===== src/rtl/clock_pkg.sv =====
// Shared definitions for the divided-clock monitor: FSM encoding, default
// half-periods and the bit positions used in err_period.
package clock_pkg;

    typedef enum logic [1:0] {
        ARM    = 2'd0,
        CHECK  = 2'd1,
        LOCKED = 2'd2
    } mon_state_e;

    localparam int DEF_HALF4 = 4;
    localparam int DEF_HALF2 = 8;
    localparam int DEF_HALF1 = 16;

    localparam int ERR_BIT4 = 2;
    localparam int ERR_BIT2 = 1;
    localparam int ERR_BIT1 = 0;

endpackage


===== src/rtl/period_checker.sv =====
// Measures the half-period of one divided clock sampled as data on the fast
// clock, flagging wrong-length and stuck half-periods.
module period_checker #(
    parameter int HALF  = 4,
    parameter int CNT_W = 6
) (
    input  logic             clk,
    input  logic             rst,
    input  logic             x,
    output logic             toggle,
    output logic             period_err_event,
    output logic             armed,
    output logic [CNT_W-1:0] meas
);

    localparam logic [CNT_W-1:0] HALF_C  = CNT_W'(HALF);
    localparam logic [CNT_W-1:0] CNT_MAX = '1;

    logic             prev_q, prev_d;
    logic             armed_q, armed_d;
    logic [CNT_W-1:0] cnt_q, cnt_d;
    logic [CNT_W-1:0] meas_q, meas_d;

    always_comb begin
        prev_d           = x;
        armed_d          = armed_q;
        cnt_d            = cnt_q;
        meas_d           = meas_q;
        period_err_event = 1'b0;
        toggle           = (x != prev_q);
        if (toggle) begin
            // The first edge after reset only starts the count.
            armed_d = 1'b1;
            cnt_d   = CNT_W'(1);
            if (armed_q) begin
                meas_d           = cnt_q;
                period_err_event = (cnt_q != HALF_C);
            end
        end else if (armed_q) begin
            // Reaching HALF with no edge means the clock is late or stuck.
            if (cnt_q == HALF_C) period_err_event = 1'b1;
            if (cnt_q != CNT_MAX) cnt_d = cnt_q + 1'b1;
        end
    end

    always_ff @(posedge clk or posedge rst) begin
        if (rst) begin
            prev_q  <= 1'b0;
            armed_q <= 1'b0;
            cnt_q   <= '0;
            meas_q  <= '0;
        end else begin
            prev_q  <= prev_d;
            armed_q <= armed_d;
            cnt_q   <= cnt_d;
            meas_q  <= meas_d;
        end
    end

    assign armed = armed_q;
    assign meas  = meas_q;

endmodule


===== src/rtl/clock_monitor.sv =====
// Fast-clock-side checker for the PHY divided clocks: period and phase checks,
// sticky error reporting and a lock FSM.
module clock_monitor
    import clock_pkg::*;
#(
    parameter int HALF4      = DEF_HALF4,
    parameter int HALF2      = DEF_HALF2,
    parameter int HALF1      = DEF_HALF1,
    parameter int LOCK_COUNT = 4,
    parameter int CNT_W      = 6
) (
    input  logic             clock32,
    input  logic             reset,
    input  logic             clock4,
    input  logic             clock2,
    input  logic             clock1,
    input  logic             clear_err,
    output logic             locked,
    output logic [2:0]       err_period,
    output logic             err_phase,
    output logic [CNT_W-1:0] meas4,
    output logic [CNT_W-1:0] meas2,
    output logic [CNT_W-1:0] meas1
);

    localparam int GOOD_W = $clog2(LOCK_COUNT + 1);

    logic [2:0]       clk_in, tog, armed, period_ev;
    logic [CNT_W-1:0] meas_arr [3];
    logic             phase_ev, err_event;

    // Channel index matches the err_period bit of that clock.
    assign clk_in = {clock4, clock2, clock1};

    generate
        for (genvar gi = 0; gi < 3; gi++) begin : g_chan
            localparam int HALF_G = (gi == ERR_BIT4) ? HALF4 :
                                    (gi == ERR_BIT2) ? HALF2 : HALF1;
            period_checker #(
                .HALF  (HALF_G),
                .CNT_W (CNT_W)
            ) u_chk (
                .clk              (clock32),
                .rst              (reset),
                .x                (clk_in[gi]),
                .toggle           (tog[gi]),
                .period_err_event (period_ev[gi]),
                .armed            (armed[gi]),
                .meas             (meas_arr[gi])
            );
        end
    endgenerate

    // A slower clock may only move on an edge shared with every faster one.
    assign phase_ev = (&armed) &&
        ((tog[ERR_BIT1] && !(tog[ERR_BIT2] && tog[ERR_BIT4])) ||
         (tog[ERR_BIT2] && !tog[ERR_BIT4]));
    assign err_event = (|period_ev) || phase_ev;

    mon_state_e        state_q, state_d;
    logic [GOOD_W-1:0] good_q, good_d;
    logic              locked_q, locked_d;
    logic [2:0]        err_period_q, err_period_d;
    logic              err_phase_q, err_phase_d;

    always_comb begin
        state_d      = state_q;
        good_d       = good_q;
        locked_d     = (state_q == LOCKED);
        err_period_d = (clear_err ? 3'b000 : err_period_q) | period_ev;
        err_phase_d  = (clear_err ? 1'b0 : err_phase_q) | phase_ev;
        case (state_q)
            ARM: begin
                if (&armed) begin
                    state_d = CHECK;
                    good_d  = '0;
                end
            end
            CHECK: begin
                if (err_event) begin
                    good_d = '0;
                end else if (tog[ERR_BIT1]) begin
                    good_d = good_q + 1'b1;
                    if (good_q == GOOD_W'(LOCK_COUNT - 1)) state_d = LOCKED;
                end
            end
            LOCKED: begin
                if (err_event) begin
                    state_d = CHECK;
                    good_d  = '0;
                end
            end
            default: begin
                state_d = ARM;
                good_d  = '0;
            end
        endcase
    end

    always_ff @(posedge clock32 or posedge reset) begin
        if (reset) begin
            state_q      <= ARM;
            good_q       <= '0;
            locked_q     <= 1'b0;
            err_period_q <= 3'b000;
            err_phase_q  <= 1'b0;
        end else begin
            state_q      <= state_d;
            good_q       <= good_d;
            locked_q     <= locked_d;
            err_period_q <= err_period_d;
            err_phase_q  <= err_phase_d;
        end
    end

    assign locked     = locked_q;
    assign err_period = err_period_q;
    assign err_phase  = err_phase_q;
    assign meas4      = meas_arr[ERR_BIT4];
    assign meas2      = meas_arr[ERR_BIT2];
    assign meas1      = meas_arr[ERR_BIT1];

endmodule


===== config.mk =====
export PLATFORM = sky130hd
export DESIGN_NAME = clock_monitor
export DESIGN_NICKNAME = d
export VERILOG_FILES = /design/src/rtl/clock_pkg.sv /design/src/rtl/period_checker.sv /design/src/rtl/clock_monitor.sv
export SDC_FILE = /design/constraint.sdc
export NUM_CORES = 1
export LEC_CHECK = 0
export ABC_AREA = 1
export CAP_MARGIN = 20
export CORE_ASPECT_RATIO = 1.5
export CORE_MARGIN = 8
export CORE_UTILIZATION = 45
export DETAILED_ROUTE_END_ITERATION = 10
export MAX_ROUTING_LAYER = met4
export PLACE_DENSITY = 0.66
export RECOVER_POWER = 50
export SYNTH_ARGS = -nofsm -noshare
export SYNTH_HDL_FRONTEND = slang
export SYNTH_SLANG_ARGS = --single-unit

===== constraint.sdc =====
create_clock -name clock32 -period 4.4 [get_ports clock32]
set_input_delay 0.66 -clock clock32 [delete_from_list [all_inputs] [get_ports clock32]]
set_output_delay 0.66 -clock clock32 [all_outputs]
set_load 0.01 [all_outputs]

# [Word-level counts from Yosys, hierarchy flattened]
# Cells that the tools add are included.
[totals] regBits=52 input_bits=6 output_inout_bits=23 elab_cells=103
[classes] n_addsub=4 eq_ne=21 muxes=34 bitwise_logic=2 n_reduce_logical=25
[op_table] op="two-way mux 6 bit" n=9
[op_table] op="adder 6 x 1 -> 6 bit, second input constant" n=3
[op_table] op="!= test 6 bit, second input constant" n=3
[op_table] op="two-way mux 3 bit" n=5
[op_table] op="two-way mux 1 bit" n=13
[op_table] op="AND reduction 2 bit" n=6
[op_table] op="nonzero test 2 bit" n=6
[op_table] op="two-way mux 2 bit" n=5
[op_table] op="one-hot mux 3 bit (3 select lines)" n=1
[op_table] op="!= test 2 bit, second input constant" n=4
[op_table] op="equality test 6 x 3 -> 1 bit, second input constant" n=1
[op_table] op="equality test 6 x 4 -> 1 bit, second input constant" n=1
[op_table] op="equality test 6 x 5 -> 1 bit, second input constant" n=1
[op_table] op="!= test 6 x 3 -> 1 bit, second input constant" n=1
[op_table] op="!= test 6 x 4 -> 1 bit, second input constant" n=1
[op_table] op="!= test 6 x 5 -> 1 bit, second input constant" n=1
[op_table] op="one-hot mux 2 bit (3 select lines)" n=1
[op_table] op="AND reduction 3 bit" n=2
[op_table] op="AND reduction 5 bit" n=1
[op_table] op="logical AND 1 bit" n=4
[op_table] op="adder 3 x 1 -> 3 bit, second input constant" n=1
[op_table] op="equality test 3 x 2 -> 1 bit, second input constant" n=1
[op_table] op="!= test 1 bit" n=3
[op_table] op="!= test 3 x 2 -> 1 bit, second input constant" n=1
[op_table] op="9 further kinds" n=11

# [Logic depth before layout (Yosys ltp)]
# Gate-level depths: netlist (run 1).
[logic_depth] depth_word=9 mapped_depth=13 depth_no_buf=13

# [Modules after synthesis]
# A second synthesis (run 1) with hierarchy kept.
[unflattened] hier_cells=355 area_unflattened_um2=2879.0
[by_module_without_submodules] module="period_checker" instances=3 cells_each=96 area_each_um2=772.0 seq_area_each_um2=350.3
[by_module_without_submodules] module="clock_monitor" instances=1 cells_each=67 area_each_um2=563.0 seq_area_each_um2=250.2

# [Least setup slack after synthesis (run 1)]
# No wires, ideal clock.
[synth_path] path_type="input to register" from="input port clock1" to="register good_q[0]" setup_time_ns=0.117 arrival_ns=1.536 t_required_ns=4.283 setup_slack_ns=2.748 path_stages=10 path_buffers=0 cell_sequence="inv_1 -> nand2_1 -> nand2_1 -> nand2_1 -> nand3_1 -> nand2_2 -> o21ai_2 -> nand2_2 -> nand2_1 -> nand2_1"
[synth_between] elab_chain_cells=7 elab_cells_between_ends=12 cone_classes="3 x eq/ne; 3 x mux; 6 x reduce/logical"
[synth_rtl] element="from (decl)" line="clock_monitor.sv:16" rtl="input logic clock1,"
[synth_rtl] element="!= test 1 bit (*)" line="period_checker.sv:30" rtl="toggle = (x != prev_q);"
[synth_rtl] element="parallel branches: the longest is 6 deep, another holds OR reduction 3 bit"
[synth_rtl] element="to (signal assigned)" line="clock_monitor.sv:109" rtl="good_q <= good_d;"
[synth_rtl] element="to (decl)" line="clock_monitor.sv:61" rtl="logic [GOOD_W-1:0] good_q, good_d;"
# Every way passes the cells marked *.
# A chain may end at the register's enable or synchronous reset.

# [Final worst setup path (run 1)]
[layout_path] from="input port clock2" to="register good_q[2]"
[layout_between] elab_chain_cells=9 elab_cells_between_ends=15 cone_classes="3 x eq/ne; 3 x mux; 9 x reduce/logical"
[layout_rtl] element="from (decl)" line="clock_monitor.sv:15" rtl="input logic clock2,"
[layout_rtl] element="!= test 1 bit (*)" line="period_checker.sv:30"
[layout_rtl] element="logical AND 1 bit" line="clock_monitor.sv:56" rtl="((tog[ERR_BIT1] && !(tog[ERR_BIT2] && tog[ERR_BIT4])) ||"
[layout_rtl] element="logical NOT 1 bit" line="clock_monitor.sv:56"
[layout_rtl] element="logical AND 1 bit" line="clock_monitor.sv:56"
[layout_rtl] element="logical OR 1 bit" line="clock_monitor.sv:56"
[layout_rtl] element="logical AND 1 bit" line="clock_monitor.sv:55" rtl="assign phase_ev = (&armed) &&"
[layout_rtl] element="logical OR 1 bit (*)" line="clock_monitor.sv:58" rtl="assign err_event = (|period_ev) || phase_ev;"
[layout_rtl] element="!= test 3 x 2 -> 1 bit (no source line), or another cell as far along"
[layout_rtl] element="AND reduction 3 bit (no source line) or one-hot mux 3 bit (3 select lines) (tied branches)"
# Every way passes the cells marked *; elsewhere a longest branch is shown, timed or not.

==> metrics.md, run 1 <==
| Metric | Value |
|---|---|
| Crit path launch type | input port |
| H-tree Lvls | 2 |
| Worst-path clk slew | 0.09 ns |
| Largest net degree at the start of global routing | 53 |
| Routed length per placed instance | 12.0 microns |
| Remaining DRCs | 0 |
| Vias in the first global route | 2034 |
| Clk sink count | 52 |
| Highest Clock Rate | 455 MHz |
| DRT antenna net count | 0 |
| Status | finished, final reports clean |
| RSZ-0062 raised after global routing | false |
| Die ar. | 8140 sq um |
| Clock skew | 0.00956 ns |
| Final wirelength | 4.82 mm |
| Layout cell share with drive strength beyond 1 | 6.91% |
| Max Fanout on Critical Path | 10 |
| Clock buffer depth | 2 |
| Die Wd | 76.4 microns |
| I/O Buffers | 28 |
| Min Clock Period, post-route | 2.20 ns |
| CTS resizes | 0 |
| Commonest cells after routing, fill and taps aside | nand2_1 (74), dfrtp_1 (52), inv_1 (40), o21ai_0 (40), clkdlybuf4s50_1 (24) |
| Routed via count | 1993 |
| First-pass GRT wire length | 8.68 mm |
| Final std cells w/o fill | 403 |
| Setup violators final | 0 |
| Fill cell count | 518 |
| Synth cell types | 22 |
| Initial core utilization | 45.9% |
| Hpwl dp | 3.65 mm |
| Worst VDD drop | 0.155 mV |
| Worst Setup End Kind | flop |
| Die height | 107 microns |
| Max-Cap Viols | 0 |
| Register area | 1300 sq um |
| Rel. slew slack | 33.6% |
| Power per Cell Area | 355 nW/um^2 |
| Overall Global Routing Usage | 13.1% |
| Routability congestion estimate | 0.891 |
| FP Rows | 33 |
| Setup TNS | 0 ns |
| Hold Path Class | flop to flop |
| CTS buffer count | 5 |
| Lkg Pwr | 1.43 nW |
| Antenna violations before repair | 0 |
| Setup CP Type | input port to flop |
| Post-synthesis sequential area ratio | 52.9% |
| Hold buffers post-CTS | 0 |
| Placed cell count | 394 |
| TritonCTS clock tree | done |
| Yosys Warn Count | 0 |
| FF+latch count, synth | 52 |
| Initial DRC count | 62 |
| # diodes | 0 |
| Setup repair bufs after CTS | 0 |
| Final hold viol count | 0 |
| Commonest non-fill, non-tap cell in the layout | nand2_1 |
| Worst slew pin tran | 0.994 ns |
| Syn_nets | 313 |
| Worst-skew pair later-pin latency | 0.30 ns |
| Worst path required time | 4.60 ns |
| Cell count after synthesis | 299 |
| Max-slew violation count | 0 |
| Area of the multi-input gates | 981 sq um |
| GRT overflow | 0 |
| Drt first pass iters | 4 |
| Post-Syn Area | 2460 sq um |
| IO Pins | 29 |
| Core area | 5370 sq um |
| CP arrival | 2.40 ns |
| Clock Tree Root | clkbuf_8 |
| Routed vias/inst | 4.95 |
| Crit share post-route | 49.9% |
| Synth-to-Final Area Change | 20.1% |
| Avg Synthesized Cell Area | 8.23 sq um |
| Final net count | 346 |
-- cell families after synthesis --
| logic type | count (synthesis) | synth area share, % |
|---|---|---|
| compound gates | 55 | 11.4 |
| fa+ha+maj | 8 | 4.07 |
| buf+inv | 47 | 7.17 |
| flops | 52 | 52.9 |
| simple gates | 137 | 24.5 |
-- area by class of cell --
class	instances	area share [%]
Tap cell	70	2.96
Clock inverter	2	1.31
Inverter	44	5.59
Multi-Input combinational cell	200	33.2
Clock buffer	6	2.79
Sequential cell	52	44.0
Timing Repair Buffer	29	10.2
-- path summary, 6_finish.rpt --
path | end | startpoint | cells after the start | slack, ns
worst max-delay path | good_q[2]$_DFFE_PP0P_ | clock2 | 12 | 2.20
worst min-delay path | g_chan[1].u_chk.meas[5]$_DFFE_PP0P_ | g_chan[1].u_chk.meas[5]$_DFFE_PP0P_ | 2 | 0.49
worst max register to register | good_q[2]$_DFFE_PP0P_ | g_chan[0].u_chk.cnt_q[0]$_DFFE_PP0P_ | 11 | 2.67
worst min register to register | g_chan[1].u_chk.meas[5]$_DFFE_PP0P_ | g_chan[1].u_chk.meas[5]$_DFFE_PP0P_ | 2 | 0.49
max in group asynchronous | g_chan[2].u_chk.armed$_DFFE_PP0N_ | reset | 3 | 2.70
min in group asynchronous | g_chan[1].u_chk.meas[1]$_DFFE_PP0P_ | reset | 2 | 1.02
-- worst max-delay path, stage by stage --
cell and delay, ns:
dlygate4sd3_1 0.56, inv_1 0.05, nand2_1 0.05, nand2_1 0.21, inv_2 0.16, nand2_1 0.07
nand3_1 0.08, nand2_1 0.13, o21ai_2 0.21, nand2_2 0.09, nand2_1 0.07, nand2_1 0.05
-- per-layer routing --
| metal | up-vias | global-route usage [%] | routed length [microns] |
|---|---|---|---|
| met5 | - | - | 0 |
| met4 | 0 | 6.22 | 69 |
| met3 | 5 | 2.76 | 132 |
| met2 | 26 | 24.3 | 2640 |
| met1 | 938 | 12.6 | 1980 |
| li1 | 1024 | - | - |
-- sequential cells by signal, summed over array words and instances (netlist names) --
signal and flops:
g_chan.u_chk.meas 18, g_chan.u_chk.cnt_q 18, err_period 3, err_phase 1, g_chan.u_chk.armed 3, g_chan.u_chk.prev_q 3
state_q 2, locked 1, good_q 3
-- through the flow --
step                      worst slack, ns  hold WS (ns)  instance area [sq um]  utilization [%]  power (mW)
final                                2.20         0.491                   2960             55.1        1.05
after floorplan                      2.48         0.475                   2460                -       0.641
after detailed placement             2.03         0.472                   2820             52.5       0.716
after CTS                            2.36         0.495                   2940             54.8        1.06
after global routing                 2.00         0.517                   2960             55.1        1.10
after global placement               2.05         0.465                   2820             52.5       0.712
-- cells in the mapped netlist --
library cell / instances / share of area (%)
o21ai_1: 1 / 0.20
o21ai_0: 40 / 8.1
clkbuf_1: 3 / 0.46
nor2_1: 23 / 3.5
nand3b_2: 1 / 0.46
nand3_1: 22 / 4.5
o21ai_2: 1 / 0.36
nand4_1: 2 / 0.51
nor4_1: 1 / 0.25
o21a_1: 1 / 0.31
nand2_1: 73 / 11
dfrtp_1: 52 / 53
nor3_2: 1 / 0.41
ha_1: 8 / 4.1
inv_2: 5 / 0.76
nor2_4: 1 / 0.46
nor3_1: 6 / 1.2
a21oi_1: 12 / 2.4
inv_1: 39 / 5.9
nand2_2: 5 / 1.3
or2_4: 1 / 0.36
nand3_2: 1 / 0.41
-- power by group --
group | leakage, nW | switching [mW] | internal [mW]
Sequential | 0.658 | 0.0243 | 0.513
Clock | 0.0614 | 0.158 | 0.186
Combinational | 0.714 | 0.0945 | 0.0723
Power figures use the tool's default switching activity.
==> inputs of run 2 (changes only) <==
- clock period: 4.4 -> 2.2 ns (I/O delays scaled with it)
==> metrics.md, run 2 (synthesized netlist as in run 1, its figures left out) <==
| Metric | Value |
|---|---|
| Status | finished, final reports clean |
| Reg2reg start | g_chan[2].u_chk.cnt_q[0]$_DFFE_PP0P_ |
| Routed length per placed instance | 11.8 microns (-1.7%) |
| Max Fanout on Critical Path | 10 (unchanged) |
| Clk sink count | 52 (unchanged) |
| Util after Layout | 55.0% (-0.070 points) |
| Commonest cells after routing, fill and taps aside | nand2_1 (74), dfrtp_1 (52), inv_1 (40), o21ai_0 (40), clkdlybuf4s50_1 (24) |
| Final net count | 347 (+0.29%) |
| Synth-to-Final Area Change | 20.0% |
| Drt first pass iters | 4 (unchanged) |
| H-tree Lvls | 2 (unchanged) |
| Commonest non-fill, non-tap cell in the layout | nand2_1 |
| CP startpoint | clock2 |
| Lkg Pwr | 1.43 nW (-0.29%) |
| Worst path required time | 2.40 ns (-2.20 ns) |
| GRT overflow | 0 (unchanged) |
| Antenna violations before repair | 0 (unchanged) |
| Max-slew violation count | 0 (unchanged) |
| Initial DRC count | 139 (+120%) |
| Reg2Reg Depth | 11 (unchanged) |
| CP arrival | 2.05 ns (-0.35 ns) |
| R2r endpoint | good_q[0]$_DFFE_PP0P_ |
| RSZ-0062 raised after global routing | false |
| Setup violators final | 0 (unchanged) |
| Hold Path Class | flop to flop |
| Largest net degree at the start of global routing | 53 (unchanged) |
| Hold buffers post-CTS | 0 (unchanged) |
| Worst-path clk slew | 0.09 ns (about the same) |
| Worst-skew pair later-pin latency | 0.30 ns (about the same) |
| Min Clock Period, post-route | 1.86 ns |
| Die Wd | 76.4 microns (unchanged) |
| FP Rows | 33 (unchanged) |
| Overall Global Routing Usage | 12.8% (-0.32 points) |
| Routability congestion estimate | 0.877 (-1.6%) |
| Worst slew pin tran | 1.25 ns (+0.257 ns) |
| First-pass GRT wire length | 8.43 mm (-2.9%) |
| Final wirelength | 4.74 mm (-1.7%) |
| CP Capture Point | good_q[0]$_DFFE_PP0P_ |
| Power per Cell Area | 728 nW/um^2 (+110%) |
| Layout cell share with drive strength beyond 1 | 6.31% (-0.60 points) |
| CTS buffer count | 5 (unchanged) |
| Setup repair bufs after CTS | 0 (unchanged) |
| Pwr Total | 2.15 mW (+110%) |
| Core area | 5370 sq um (unchanged) |
| IO Pins | 29 (unchanged) |
| Rel. slew slack | 16.6% (-17 points) |
| Routed vias/inst | 4.90 (-0.95%) |
| Hpwl dp | 3.62 mm (-0.89%) |
| I/O Buffers | 28 (unchanged) |
| Die height | 107 microns (unchanged) |
| Setup TNS | 0 ns (unchanged) |
| Final hold viol count | 0 (unchanged) |
| CTS resizes | 0 (unchanged) |
| Crit share post-route | 84.4% |
| Routed via count | 1974 (-0.95%) |
| # diodes | 0 (unchanged) |
| Clock buffer depth | 2 (unchanged) |
| Initial core utilization | 45.9% (unchanged) |
| Crit path launch type | input port |
| DRT antenna net count | 0 (unchanged) |
| Fill cell count | 534 (+3.1%) |
| Worst reg-to-reg setup slack | 0.46 ns (-2.21 ns) |
| Clock skew | 0.00702 ns (-0.00254 ns) |
| Max-Cap Viols | 0 (unchanged) |
| Highest Clock Rate | 539 MHz |
| TritonCTS clock tree | done |
| Clock Tree Root | clkbuf_8 |
| Vias in the first global route | 1964 (-3.4%) |
| Remaining DRCs | 0 (unchanged) |
| Worst VDD drop | 0.407 mV (+160%) |
| Setup CP Type | input port to flop |
| Die ar. | 8140 sq um (unchanged) |
| Worst Setup End Kind | flop |
==> run 2: cell types whose count changed in the layout (fill, tap and decap cells not counted) <==
cell and change:
buf_12 -1, bufinv_16 +1, clkbuf_1 +1, clkbuf_2 +1, clkbuf_8 -1, clkinv_1 +1, clkinv_4 -1, inv_2 -1
==> run 2: worst min-delay path by stage <==
stage,startpoint,end,slack (ns),depth (start not counted)
finish,g_chan[1].u_chk.meas[4]$_DFFE_PP0P_,g_chan[1].u_chk.meas[4]$_DFFE_PP0P_,0.49,2
global route,g_chan[1].u_chk.meas[4]$_DFFE_PP0P_,g_chan[1].u_chk.meas[4]$_DFFE_PP0P_,0.52,2
CTS,reset,g_chan[1].u_chk.meas[0]$_DFFE_PP0P_,0.39,3
detailed placement,g_chan[1].u_chk.meas[4]$_DFFE_PP0P_,g_chan[1].u_chk.meas[4]$_DFFE_PP0P_,0.47,2
global placement,g_chan[1].u_chk.meas[2]$_DFFE_PP0P_,g_chan[1].u_chk.meas[2]$_DFFE_PP0P_,0.46,2
floorplan,clock1,g_chan[0].u_chk.prev_q$_DFF_PP0_,0.36,0
==> run 2: power by group <==
part           switching (mW)  internal (mW)  leakage (nW)
sequential             0.0472           1.03         0.658
combinational           0.189          0.142         0.707
clock                   0.299          0.448        0.0642
total                   0.535           1.62          1.43
==> run 2: area by class of cell <==
class                   count  area (sq um)  area share (%)
flip-flops and latches     52          1300            44.1
multi-input cells         200           981            33.2
repair buffers             30           289            9.79
inverters                  44           165            5.59
well taps                  70          87.6            2.97
clock buffers               5          68.8            2.33
clock inverters             2          60.1            2.03
==> run 2: per-stage QoR <==
stage	setup WS, ns	instance area [sq um]	hold slack (ns)	instances
2_1_floorplan	0.612	2460	0.361	299
3_3_place_gp	0.247	2850	0.465	396
3_5_place_dp	0.181	2850	0.472	396
4_1_cts	0.443	2970	0.391	403
5_1_grt	0.128	2950	0.518	403
6_report	0.344	2950	0.489	403
==> run 2: critical path: stages <==
cell and delay (ns):
dlygate4sd3_1 0.56, inv_1 0.04, nand2_1 0.06, nand2_1 0.18, inv_1 0.17, nand2_1 0.06, nand3_1 0.08, nand2_1 0.13
o21ai_2 0.22, nand2_2 0.10, nand2_1 0.08, nand2_1 0.04
==> run 2: layer usage <==
metal / vias up / wire length (microns) / global-route usage [%] / share of wire [%]
met5: - / 0 / - / 0
met4: 0 / 74 / 6.77 / 1.6
met3: 6 / 118 / 2.18 / 2.5
li1: 1019 / - / - / -
met1: 920 / 2010 / 13.0 / 42
met2: 29 / 2530 / 23.0 / 53
==> inputs of run 3 (changes only) <==
- PLACE_DENSITY: 0.66 -> 0.69
- clock period: 2.2 -> 1.6 ns (I/O delays scaled with it)
==> metrics.md, run 3 (synthesized netlist as in run 1, its figures left out) <==
| Metric | Value |
|---|---|
| RSZ-0062 raised after global routing | true |
| Drt first pass iters | 4 (unchanged) |
| Routed via count | 2105 (+6.6%) |
| CP arrival | 1.79 ns (-0.26 ns) |
| Min Clock Period, post-route | 1.59 ns |
| Overall Global Routing Usage | 13.7% (+0.88 points) |
| Final setup margin | 0.00710 ns (-0.337 ns) |
| Part of the power in the clock network | 26.8% (-7.9 points) |
| Final wirelength | 5.38 mm (+14%) |
| Buffers and inverters on the worst path | 2 (-1) |
| Switching Fraction | 27.9% (+3.1 points) |
| Final hold viol count | 0 (unchanged) |
| Initial core utilization | 45.9% (unchanged) |
| Hold buffers post-CTS | 0 (unchanged) |
| Worst Setup End Kind | flop |
| Worst-path clk slew | 0.09 ns (about the same) |
| Crit path top cell by count | nand2_1 |
| Setup violators final | 0 (unchanged) |
| Commonest cells after routing, fill and taps aside | nand2_1 (68), dfrtp_1 (52), o21ai_0 (35) |
| GRT overflow | 0 (unchanged) |
| Initial DRC count | 99 (-29%) |
| Status | finished, final reports clean |
| Worst path required time | 1.80 ns (-0.60 ns) |
| Routability congestion estimate | 0.907 (+3.4%) |
| # diodes | 0 (unchanged) |
| Placed Area | 3060 sq um (+7.5%) |
| Setup CP Type | input port to flop |
| NetSw | 0.803 mW (+50%) |
| Routed length per placed instance | 12.4 microns (+5.4%) |
| DRT antenna net count | 0 (unchanged) |
| Post-route cell area | 3300 sq um (+12%) |
| Top Metal Used | met4 |
| Worst VDD drop | 0.513 mV (+26%) |
| Reg2reg start | g_chan[1].u_chk.cnt_q[0]$_DFFE_PP0P_ |
| Rel. slew slack | 59.6% (+43 points) |
| Layout cell share with drive strength beyond 1 | 23.9% (+18 points) |
| Clock skew | 0.00425 ns (-0.00277 ns) |
| Post-Place Worst Slack | -0.271 ns (-0.453 ns) |
| Worst-path cell chain | dlygate4sd3_1 > inv_1 > nand2_1 > nand2_2 > nand2_1 > nand3_1 > nand2_4 > o21ai_4 > nand2_2 > nand2_1 > nand2_1 |
| Lkg Pwr | 1.58 nW (+10%) |
| Worst slew pin tran | 0.606 ns (-0.645 ns) |
| Worst-skew pair later-pin latency | 0.30 ns (about the same) |
| H-tree Lvls | 2 (unchanged) |
| IO Pins | 29 (unchanged) |
| Final net count | 377 (+8.6%) |
| Die Wd | 76.4 microns (unchanged) |
| Flop pwr share | 51.4% (+1.5 points) |
| Synth-to-Final Area Change | 34.2% |
| FP Rows | 33 (unchanged) |
| TritonCTS clock tree | done |
| Met2 routed WL | 2.98 mm (+18%) |
| Reg2Reg Depth | 11 (unchanged) |
| CP max-delay cell | dlygate4sd3_1 |
| Hold Path Class | input port to async pin |
| Slowest stage delay, CP | 0.57 ns (about the same) |
| Max-Cap Viols | 0 (unchanged) |
| Routed vias/inst | 4.85 (-0.98%) |
| Largest net degree at the start of global routing | 25 (-53%) |
| Hpwl dp | 3.97 mm (+9.7%) |
| Fill cell count | 484 (-9.4%) |
| Pwr Total | 2.88 mW (+34%) |
| Die height | 107 microns (unchanged) |
| WL met3 | 122 microns (+3.4%) |
| Worst reg-to-reg setup slack | 0.03 ns (-0.43 ns) |
| Max-slew violation count | 0 (unchanged) |
| Max Fanout on Critical Path | 6 (-4) |
| R2r endpoint | good_q[0]$_DFFE_PP0P_ |
| Clock buffer depth | 2 (unchanged) |
| Gate power share | 21.7% (+6.3 points) |
| Wl on met1 | 2.19 mm (+8.8%) |
| Die ar. | 8140 sq um (unchanged) |
| Core area | 5370 sq um (unchanged) |
| Antenna violations before repair | 0 (unchanged) |
| Remaining DRCs | 0 (unchanged) |
| Clock Tree Root | clkbuf_8 |
| CTS buffer count | 5 (unchanged) |
| Highest Clock Rate | 628 MHz |
| Commonest non-fill, non-tap cell in the layout | nand2_1 |
| Power per Cell Area | 871 nW/um^2 (+20%) |
| First-pass GRT wire length | 8.94 mm (+6.1%) |
| Internal Pwr Total | 2.07 mW (+28%) |
| Crit path launch type | input port |
| Vias in the first global route | 2096 (+6.7%) |
| Crit share post-route | 99.6% |
| I/O Buffers | 28 (unchanged) |
| Util after Layout | 61.5% (+6.5 points) |
| Crit-path leading delay family | simple AND/OR/NAND/NOR gates |
| Clk sink count | 52 (unchanged) |
==> run 3: changes by cell type in the layout (fill, tap and decap cells not counted), moves of 3 or more <==
cell	before	now
buf_4	0	28
ha_1	8	3
ha_4	0	3
inv_1	40	32
inv_2	3	12
nand2_1	74	68
nand2_2	4	8
nand3_1	22	15
nand3_2	1	8
nor2_1	23	18
nor2_2	0	5
o21ai_0	40	35
o21ai_1	1	6
==> run 3: layout make-up <==
class | count | area, sq um | share of cell area (%)
clock buffers | 8 | 90.1 | 2.73
multi-input cells | 200 | 1130 | 34.3
flip-flops and latches | 52 | 1300 | 39.4
inverters | 44 | 165 | 5.00
repair buffers | 60 | 524 | 15.9
well taps | 70 | 87.6 | 2.65
==> run 3: worst reg2reg max path: cells and delay by family, from the launching register on <==
family / cells / cell delay [ns]
compound gates: 1 / 0.17
buf+inv: 1 / 0.09
simple gates: 8 / 0.65
flops: 1 / 0.42
fa+ha+maj: 1 / 0.14
==> run 3: worst max-delay path by stage <==
stage / endpoint / depth (start not counted) / from / slack [ns]
floorplan: good_q[0]$_DFFE_PP0P_ / 11 / g_chan[0].u_chk.cnt_q[0]$_DFFE_PP0P_ / 0.08
global placement: good_q[0]$_DFFE_PP0P_ / 12 / clock4 / -0.23
detailed placement: good_q[0]$_DFFE_PP0P_ / 12 / clock2 / -0.27
CTS: state_q[0]$_DFFE_PP0P_ / 11 / g_chan[0].u_chk.cnt_q[0]$_DFFE_PP0P_ / 0.00006
global route: good_q[2]$_DFFE_PP0P_ / 12 / g_chan[0].u_chk.cnt_q[0]$_DFFE_PP0P_ / -0.11
finish: good_q[0]$_DFFE_PP0P_ / 11 / clock4 / 0.007
==> run 3: power by group through the flow <==
stage | logic (mW) | clock network, mW | registers [mW]
6_report | 0.625 | 0.771 | 1.48
5_1_grt | 0.697 | 0.844 | 1.49
4_1_cts | 0.589 | 0.794 | 1.47
3_5_place_dp | 0.566 | 0 | 1.50
3_3_place_gp | 0.557 | 0 | 1.50
2_1_floorplan | 0.242 | 0 | 1.52
==> run 3: metal layers <==
metal,vias to the layer above,track usage (%)
li1,1081,-
met1,1001,13.7
met2,17,24.9
met3,6,3.27
met4,0,5.39
met5,-,-
==> run 3: repair_timing <==
item | 4_1_cts | 5_1_grt
pin swaps | 6 | 11
buffers inserted | 1 | 4
hold endpoints to repair | 0 | 0
setup endpoints to repair | 4 | 11
resized for setup | 11 | 35
==> run 3: through the flow <==
stage	std cells	hold slack, ns	setup TNS [ns]
4_1_cts	430	0.186	0
3_5_place_dp	421	0.472	-1.44
3_3_place_gp	421	0.466	-1.12
5_1_grt	434	0.369	-0.628
2_1_floorplan	299	0.271	0
6_report	434	0.350	0
==> variant, RTL diff (flow settings as in run 3) <==
Change the parameter `LOCK_COUNT` from 4 to 8.
--- a/src/rtl/clock_monitor.sv
+++ b/src/rtl/clock_monitor.sv
@@ -8,3 +8,3 @@
     parameter int HALF1      = DEF_HALF1,
-    parameter int LOCK_COUNT = 4,
+    parameter int LOCK_COUNT = 8,
     parameter int CNT_W      = 6
Check against the original RTL: same outputs for any inputs over 10 cycles, from zero or initial values and one cycle with reset high; that may be too few to reach the edited logic, so the function may still have changed.
==> variant against run 3 <==
Combinational power up 4.8%; global-route usage is 0.66 points lower; largest cell class unchanged; total power is 1.2% higher; final cell count shrank 0.92%; clock skew up 0.0028 ns; sequential cell count grew 1; hold slack lost 0.00084 ns; worst setup slack better by 0.0041 ns; wire length shrank 0.24%; count of clock-buffer cells in the layout decreased by 3; synthesized area grew 3.6%; final area grew 2.4%.
==> variant: results (changes against run 3) <==
tightest_slew_ns: 0.575  # was 0.606 ns
place.detailed.hpwl_um: 3930  # was 3970 um
gp_congestion: 0.837  # was 0.907
routed-wl-met3_um: 138  # was 122 um
combinational_cell_fraction_of_total_power_pct: 22.5  # was 21.7%
drive_gt1_share_pct: 27.2  # was 23.9%
wl_met2_um: 3020  # was 2980 um
detail_route.vias_per_cell: 4.97  # was 4.85
leakage_nw: 1.59  # was 1.58 nW
synthTopCellsByArea: "sky130_fd_sc_hd__dfrtp_1, sky130_fd_sc_hd__nand2_1, sky130_fd_sc_hd__o21ai_0"  # unchanged
place_area_sq_mm: 0.00310  # was 0.00306 sq mm
timing.rr.start: "g_chan[1].u_chk.cnt_q[1]"  # was g_chan[1].u_chk.cnt_q[0]
worstRegToRegCells: 11  # unchanged
met2_track_utilization_from_global_routing_pct: 24.2  # was 24.9%
switching_share_pct: 29.1  # was 27.9%
cts-resized-gates: 10  # was 11
area_growth_pct: 32.6  # was 34.2%
detailedPlace.worstSlack_ns: -0.307  # was -0.271 ns
instances_no_fill: 430  # was 434
fillCellCount: 479  # was 484
route.layer.met1.wl_um: 2130  # was 2190 um
cts.repair_timing.setup_buffer_count: 2  # was 1
synth_cell_types: 31  # was 22
status: "finished, final reports clean"  # unchanged
drt_first_iter_violations: 80  # was 99
drt_wl_total_um: 5360  # was 5380 um
vdd.ir_drop.worst_mv: 0.505  # was 0.513 mV
grt.met3_usage_pct: 3.07  # was 3.27%
placement.io_buffers: 28  # unchanged
globalRouteMet1Util_pct: 12.7  # was 13.7%
nets: 372  # was 377
tritoncts_buffers: 5  # unchanged
grt_start_max_net_pins: 43  # was 25
syn_nets: 309  # was 313
worst-path-max-fanout: 5  # was 6
htree_levels: 2  # unchanged
grt_pass1_wl_um: 8650  # was 8940 um
avgSynthCellArea_sq_um: 8.61  # was 8.23 sq um
reg2reg_setup_slack_ns: 0.01  # was 0.03 ns
slowest_stage: "sky130_fd_sc_hd__dfrtp_1"  # was sky130_fd_sc_hd__dlygate4sd3_1
hold_slack_ns: 0.350  # about the same
cell_internal_power_w: 0.00206  # was 0.00207 W
groute.usage.overall_pct: 13.0  # was 13.7%
regToRegEndpoint: "good_q[1]"  # was good_q[0]
pg_clk_w: 0.000749  # was 0.000771 W
crit_path_max_cell_delay_ns: 0.40  # was 0.57 ns
## variant: worst max-delay path by stage
stage | start | slack, ns | end | cells after the start
finish | g_chan[1].u_chk.cnt_q[1] | 0.01 | good_q[1] | 11
floorplan | g_chan[0].u_chk.cnt_q[0] | 0.06 | good_q[1] | 11
detailed placement | clock4 | -0.31 | good_q[1] | 9
CTS | g_chan[0].u_chk.cnt_q[0] | -0.01 | good_q[1] | 11
global placement | clock4 | -0.27 | good_q[1] | 9
global route | g_chan[2].u_chk.cnt_q[1] | -0.09 | good_q[1] | 11
## variant: layout make-up
class,count,share of cell area [%]
Timing Repair Buffer,59,15.1
Inverter,38,4.37
Multi-Input combinational cell,202,36.2
Tap cell,70,2.59
Clock inverter,3,0.518
Sequential cell,53,39.3
Clock buffer,5,2.04
## variant: logic make-up after synthesis
kind of cell | synth area share, %
xor+xnor | 1.96
simple gates | 24.7
buf+inv | 6.23
compound gates | 11.6
fa+ha+maj | 3.44
flops | 52.0
